**src/rtl/tdm_pkg.sv**
```systemverilog
// Shared definitions for the four-slot TDM link: state encoding and
// slot/miss-counter widths used by both receive and transmit sides.
package tdm_pkg;

  typedef enum logic {
    HUNT   = 1'b0,
    LOCKED = 1'b1
  } state_t;

  localparam int SLOT_W     = 2;
  localparam int NUM_SLOTS  = 4;
  localparam int MISS_CNT_W = 3;

endpackage

```
**src/rtl/tdm_slot_counter.sv**
```systemverilog
// Two-bit wrapping slot counter with enable, synchronous load-to-1 and
// synchronous clear; clear wins over load, load wins over increment.
module tdm_slot_counter
  import tdm_pkg::*;
(
  input  logic              clk,
  input  logic              rst,
  input  logic              inc,
  input  logic              load,
  input  logic              clear,
  output logic [SLOT_W-1:0] slot
);

  always_ff @(posedge clk or posedge rst) begin
    if (rst) begin
      slot <= '0;
    end else if (clear) begin
      slot <= '0;
    end else if (load) begin
      slot <= SLOT_W'(1);
    end else if (inc) begin
      slot <= slot + SLOT_W'(1);
    end
  end

endmodule

```
**src/rtl/tdm_demux4.sv**
```systemverilog
// Four-slot TDM receiver: locks onto the frame sync, assembles each frame
// in a shadow register and publishes the four channel bits with a strobe.
module tdm_demux4
  import tdm_pkg::*;
#(
  parameter int MISS_LIMIT = 2
) (
  input  logic clk,
  input  logic rst,
  input  logic din,
  input  logic sync,
  input  logic en,
  output logic dout_0,
  output logic dout_1,
  output logic dout_2,
  output logic dout_3,
  output logic frame_valid,
  output logic sel_0,
  output logic sel_1,
  output logic locked,
  output logic sync_err
);

  state_t                  state, state_next;
  logic [SLOT_W-1:0]       slot;
  logic [NUM_SLOTS-2:0]    shadow, shadow_next;
  logic [NUM_SLOTS-1:0]    dout_q;
  logic [MISS_CNT_W-1:0]   miss_cnt, miss_next;
  logic                    cnt_inc, cnt_load, cnt_clear;
  logic                    dout_we, fv_next, err_next;
  logic                    active;

  // en is active-low: a high level freezes every piece of state.
  assign active = ~en;

  tdm_slot_counter u_slot_counter (
    .clk   (clk),
    .rst   (rst),
    .inc   (cnt_inc),
    .load  (cnt_load),
    .clear (cnt_clear),
    .slot  (slot)
  );

  always_ff @(posedge clk or posedge rst) begin
    if (rst) begin
      state <= HUNT;
    end else begin
      state <= state_next;
    end
  end

  // Any sync while locked restarts the frame at slot 0, including at slot 3,
  // so the partial frame is dropped without touching dout.
  always_comb begin
    state_next  = state;
    shadow_next = shadow;
    miss_next   = miss_cnt;
    cnt_inc     = 1'b0;
    cnt_load    = 1'b0;
    cnt_clear   = 1'b0;
    dout_we     = 1'b0;
    fv_next     = 1'b0;
    err_next    = 1'b0;
    if (active) begin
      case (state)
        HUNT: begin
          if (sync) begin
            state_next     = LOCKED;
            shadow_next[0] = din;
            cnt_load       = 1'b1;
            miss_next      = '0;
          end
        end
        LOCKED: begin
          if (sync) begin
            shadow_next[0] = din;
            cnt_load       = 1'b1;
            miss_next      = '0;
            err_next       = (slot != '0);
          end else if (slot == '0) begin
            if (miss_cnt + MISS_CNT_W'(1) == MISS_CNT_W'(MISS_LIMIT)) begin
              state_next = HUNT;
              cnt_clear  = 1'b1;
              miss_next  = '0;
            end else begin
              shadow_next[0] = din;
              cnt_inc        = 1'b1;
              miss_next      = miss_cnt + MISS_CNT_W'(1);
            end
          end else if (slot == SLOT_W'(NUM_SLOTS - 1)) begin
            dout_we = 1'b1;
            fv_next = 1'b1;
            cnt_inc = 1'b1;
          end else begin
            if (slot == SLOT_W'(1)) begin
              shadow_next[1] = din;
            end else begin
              shadow_next[2] = din;
            end
            cnt_inc = 1'b1;
          end
        end
        default: state_next = HUNT;
      endcase
    end
  end

  always_ff @(posedge clk or posedge rst) begin
    if (rst) begin
      shadow      <= '0;
      dout_q      <= '0;
      miss_cnt    <= '0;
      frame_valid <= 1'b0;
      sync_err    <= 1'b0;
    end else begin
      shadow      <= shadow_next;
      miss_cnt    <= miss_next;
      frame_valid <= fv_next;
      sync_err    <= err_next;
      if (dout_we) begin
        dout_q <= {din, shadow};
      end
    end
  end

  assign dout_0 = dout_q[0];
  assign dout_1 = dout_q[1];
  assign dout_2 = dout_q[2];
  assign dout_3 = dout_q[3];
  assign locked = (state == LOCKED);
  assign sel_0  = locked & slot[0];
  assign sel_1  = locked & slot[1];

endmodule
```
**config.mk**
```make
export PLATFORM = sky130hd
export DESIGN_NAME = tdm_demux4
export DESIGN_NICKNAME = d
export VERILOG_FILES = /design/src/rtl/tdm_pkg.sv /design/src/rtl/tdm_slot_counter.sv /design/src/rtl/tdm_demux4.sv
export SDC_FILE = /design/constraint.sdc
export NUM_CORES = 1
export LEC_CHECK = 0
export ABC_AREA = 1
export BUFFER_PORTS_ARGS = -buffer_cell sky130_fd_sc_hd__buf_4
export CORE_ASPECT_RATIO = 0.8
export CORE_MARGIN = 2
export CORE_UTILIZATION = 40
export CTS_BUF_LIST = sky130_fd_sc_hd__clkbuf_8
export DETAILED_ROUTE_END_ITERATION = 8
export HOLD_SLACK_MARGIN = 0.08
export MAX_ROUTING_LAYER = met4
export PLACE_DENSITY_LB_ADDON = 0.1
export RECOVER_POWER = 100
export SETUP_SLACK_MARGIN = 0.4
export SYNTH_ARGS = -nofsm -noshare
export SYNTH_HDL_FRONTEND = slang
export SYNTH_SLANG_ARGS = --single-unit
```
**constraint.sdc**
```tcl
create_clock -name clk -period 1.6 [get_ports clk]
set_input_delay 0.32 -clock clk [delete_from_list [all_inputs] [get_ports clk]]
set_output_delay 0.32 -clock clk [all_outputs]
set_load 0.005 [all_outputs]
```
**After elaboration in Yosys (flattened, before gate mapping)**

Cells that the tools add are included.

- Register bits after elaboration: 15
- Latch bits: 0
- Memory bits (writable): 0
- Bits in read-only memories: 0
- Bits of input ports: 5
- Output and inout bits: 9
- Word-level logic and storage cells: 67
- Memories: 0

- Add/sub/neg operators: 2
- Multipliers: 0
- Divide/modulo/power cells: 0
- $lt $le $gt $ge: 0
- Eq/ne operators: 6
- Shift-type cells: 0
- Multiplexer cells: 35
- Bitwise gates (word level): 8
- Reduce and logical (&&, ||, !) cells: 7

Operators by type and width:

| operator | count |
|---|---|
| 1-bit two-way mux | 25 |
| 3-bit two-way mux | 4 |
| 6-bit AND reduction | 2 |
| 2-bit two-way mux | 3 |
| 1-bit inverter | 6 |
| 3-bit case mux with 2 select lines | 1 |
| 1-bit case mux with 2 select lines | 2 |
| 4-bit AND reduction | 1 |
| 3-bit by 1-bit adder with 3-bit output, second input constant | 1 |
| 3-bit by 2-bit equality test with 1-bit output, second input constant | 1 |
| 3-bit by 2-bit inequality test with 1-bit output, second input constant | 1 |
| 3-bit inequality test, second input constant | 1 |
| 3-bit AND reduction | 1 |
| 3-bit nonzero test | 1 |
| 2-bit by 1-bit adder with 2-bit output, second input constant | 1 |
| 1-bit bitwise AND | 2 |
| 2-bit by 1-bit equality test with 1-bit output, second input constant | 1 |
| 2-bit equality test, second input constant | 1 |
| 2-bit logical NOT | 1 |
| 2-bit inequality test, second input constant | 1 |
| 2-bit nonzero test | 1 |

**Depth between registers and ports, before layout**

- Depth in word-level cells: 10
- Mapped depth: 8
- Mapped depth without buffers: 8

**By module**

Synthesis repeated with hierarchy kept, for this count alone.

- Cells, all modules: 102
- Area, all modules: 845.8 um^2

By module, submodules not included:

| module | times used | cells each | area each (um^2) | seq. area each (um^2) |
|---|---|---|---|---|
| tdm_demux4 | 1 | 85 | 734.5 | 325.3 |
| tdm_slot_counter | 1 | 17 | 111.4 | 50.0 |

**Least setup slack after synthesis**

Ideal clock, no wire load.

- Path type: flip-flop to flip-flop
- Start: register u_slot_counter.slot[0]
- End: register state, in the netlist locked
- Library setup time: 0.118 ns
- Arrival: 1.153 ns
- Required time: 1.482 ns
- Setup slack: 0.330 ns
- Stages on the path, launching flop included: 8
- Buffers on the path: 0
- Period minus slack after synthesis: 1.270 ns
- Cells stage by stage: dfrtp_1 inv_1 ha_1 inv_1 nor2_1 nand3_1 o21bai_1 inv_1

- Longest elaborated chain between the ends: 4

RTL lines:

| item | RTL line | text |
|---|---|---|
| start: declaration | tdm_slot_counter.sv:11 | `output logic [SLOT_W-1:0] slot` |
| start signal: assignment | tdm_slot_counter.sv:22 | `slot <= slot + SLOT_W'(1);` |
| 2-bit logical NOT | tdm_demux4.sv:81 | `end else if (slot == '0) begin` |
| 1-bit two-way mux | tdm_demux4.sv:81 |  |
| 1-bit two-way mux | tdm_demux4.sv:76 | `if (sync) begin` |
| 1-bit case mux with 2 select lines | tdm_demux4.sv:66 | `case (state)` |
| end signal: assignment | tdm_demux4.sv:49 | `state <= state_next;` |
| end: declaration | tdm_demux4.sv:24 | `state_t state, state_next;` |

No other way between the ends.
A chain may end at the register's enable or synchronous reset.

**Worst setup path after layout**

Ends and elaborated chain as after synthesis.

==> flow_metrics.py <==
metrics = {
    "hold_path": {
        "hp-class": "input pin to async pin",
    },
    "sta": {
        "min_period_ns": 1.315,
        "fin_skew_ns": 0.002275,
        "fmax_mhz": 760.4,
        "setup_slack_ns": 0.2849,
        "setup_viol": 0,
        "worstMarginPinSlew_ns": 0.5640,
        "rsz0062_at_grt": "yes",
        "slew_headroom_pct": 62.36,
        "tns_ns": 0,
        "hold_violations": 0,
        "maxSlewViolCount": 0,
        "min_period_over_period_pct": 82.19,
    },
    "global_route": {
        "track_usage_pct": 16.38,
        "antenna_found_initial": 0,
        "grt-ovfl-total": 0,
        "grt_max_degree": 16,
        "grt_pass1_wl_um": 2663,
        "grt_pass1_vias": 604,
    },
    "routing": {
        "dr.pass1.iters": 4,
        "postRouteAntennaNets": 0,
        "routed_wl_um": 1745,
        "drt_iter0_drc": 7,
        "avgViaCountPerCell": 4.585,
        "drc": 0,
        "vias": 674,
        "wl_per_cell_um": 11.87,
    },
    "clocking": {
        "clock_latency_ns": 0.25,
        "cts-buffers-inserted": 3,
        "path_clk_slew_ns": 0.06,
        "cts_tree": "done",
        "clock-sinks": 15,
        "htreeDepth": 1,
        "clock_path_buffers": 2,
        "cts-root-buf": "clkbuf_8",
    },
    "setup_path": {
        "cp-start-kind": "flop",
        "crit_fanout": 5,
        "r2r_start": "u_slot_counter.slot[0]",
        "end_kind": "flop",
        "rrSetupSlack_ns": 0.28,
        "cp.required_ns": 1.74,
        "crit_type": "flop to flop",
        "reg2reg_depth": 7,
        "rr_endpoint": "locked",
        "worstPathArrival_ns": 1.45,
    },
    "layout": {
        "area_growth_pct": 34.08,
        "insertedDiodeCount": 0,
        "drive_above_1_share_pct": 37.40,
        "fin_nets": 135,
        "final_core_util_pct": 57.99,
        "mostFrequentLayoutCells": "28 x nand2_1, 15 x inv_1, 15 x dfrtp_1",
        "fillers": 174,
        "layout_commonest_cell": "nand2_1",
        "fin_cells": 147,
    },
    "yosys": {
        "synth_nets": 110,
        "yosys.area_share.simple_pct": 28.53,
        "synth_adder_area_share_pct": 9.009,
        "syn-cell-area_um2": 833.3,
        "ys_top_cells_by_area": "dfrtp_1 45%, nand2_1 14%, ha_1 9.0%",
        "synth.distinct_cells": 19,
        "syn_area_per_cell_um2": 8.417,
        "synth_top_family_by_area": "simple AND/OR/NAND/NOR gates",
        "yosysTopAreaCell": "dfrtp_1",
        "ys_seq_elements": 15,
        "ys_seq_area_share_pct": 45.05,
        "synth_cells": 99,
        "synth_compound_area_share_pct": 8.258,
        "synthDominantCellAreaShare_pct": 45.05,
        "yosys_warnings": 0,
        "synthXorXnorAreaFrac_pct": 0,
        "synth.area.mux_share_pct": 0,
    },
    "power_and_ir_drop": {
        "power-per-cell-area_mw_per_mm2": 1116,
        "power_mw": 1.247,
        "peakVddDrop_mv": 0.6847,
        "leakage_nw": 0.5867,
    },
    "die": {
        "die_w_um": 55.03,
        "die-area_mm2": 0.002467,
        "num_rows": 14,
        "initial_utilization_pct": 43.25,
        "coreArea_mm2": 0.001927,
        "io_pins": 14,
        "die_h_um": 44.83,
    },
    "placed_design": {
        "dp_hpwl_um": 1187,
        "finalWeightedCongestion": 0.7858,
        "port-buffer-count": 13,
        "dp.cells": 136,
        "place_ws_ns": 0.2964,
    },
    "outcome": {
        "status": "complete, no violations",
    },
    "run": {
        "max_cap_viol_count": 0,
    },
}
## worst max-delay path: stages, from the launching register on
cell and delay (ns):
dfrtp_1 0.42, inv_1 0.08, ha_1 0.19, inv_1 0.05, nor2_1 0.17, nand3_2 0.11, o21bai_1 0.13, inv_1 0.05
## power by group
group	total, mW	leakage, nW	internal [mW]	switching (mW)
combinational	0.417	0.371	0.212	0.205
sequential	0.533	0.189	0.477	0.0564
clock	0.297	0.0269	0.170	0.127
total	1.25	0.587	0.859	0.388
## state kept, by name, indices dropped and copies added (netlist names)
name and count:
dout_q 4, miss_cnt 3, shadow 3, u_slot_counter.slot 2
frame_valid 1, locked 1, sync_err 1
## worst max-delay path by stage
stage | startpoint | endpoint | slack (ns) | cells past startpoint
2_1_floorplan | u_slot_counter.slot[0] | locked | 0.41 | 7
3_3_place_gp | u_slot_counter.slot[0] | locked | 0.33 | 7
3_5_place_dp | u_slot_counter.slot[0] | locked | 0.30 | 7
4_1_cts | locked | sel_1 | 0.32 | 3
5_1_grt | locked | miss_cnt[2] | 0.16 | 4
6_report | u_slot_counter.slot[0] | locked | 0.28 | 7
## metrics by stage
stage          hold WS, ns  instance area (um^2)
2_1_floorplan       0.2215                 845.8
6_report            0.1293                  1117
3_5_place_dp        0.4217                 973.4
3_3_place_gp        0.4292                 973.4
4_1_cts             0.1554                  1092
5_1_grt             0.1815                  1117
## routing by layer
metal / track usage, % / vias up / wire, um
met3: 5.960 / 5 / 72
met1: 20.13 / 304 / 806
met5: - / - / 0
met2: 24.05 / 10 / 835
met4: 7.317 / 0 / 31
li1: - / 355 / -
## cell type report
class                   instances  area (um^2)  area share (%)
repair buffers                 20        161.4           14.45
inverters                      19        76.32           6.831
clock inverters                 1        3.754          0.3359
flip-flops and latches         15        375.4           33.59
clock buffers                   3        41.29           3.695
well taps                      24        30.03           2.688
multi-input cells              65        429.2           38.41
## synthesized netlist by cell type (all sizes together)
| library cell | n |
|---|---|
| nand3 | 5 |
| o21bai | 1 |
| nand2 | 35 |
| clkinv | 1 |
| nand4 | 2 |
| dfrtp | 15 |
| inv | 18 |
| ha | 6 |
| o21ai | 9 |
| nor2 | 4 |
| a21oi | 1 |
| nor3 | 2 |
## timing repair
item,in CTS,in global routing
buffers inserted,6,1
pin swaps,9,11
hold buffers,0,0
cloned,0,0
setup endpoints to repair,8,14
gates resized for setup,10,13
hold endpoints to repair,0,0
## cell families after synthesis
| kind of cell | after synthesis |
|---|---|
| adders and majority gates | 6 |
| DFF | 15 |
| and+or+nand+nor | 48 |
| AOI/OAI and AO/OA | 11 |
| buffers and inverters | 19 |
No activity file was read; power rests on OpenSTA's default activity.
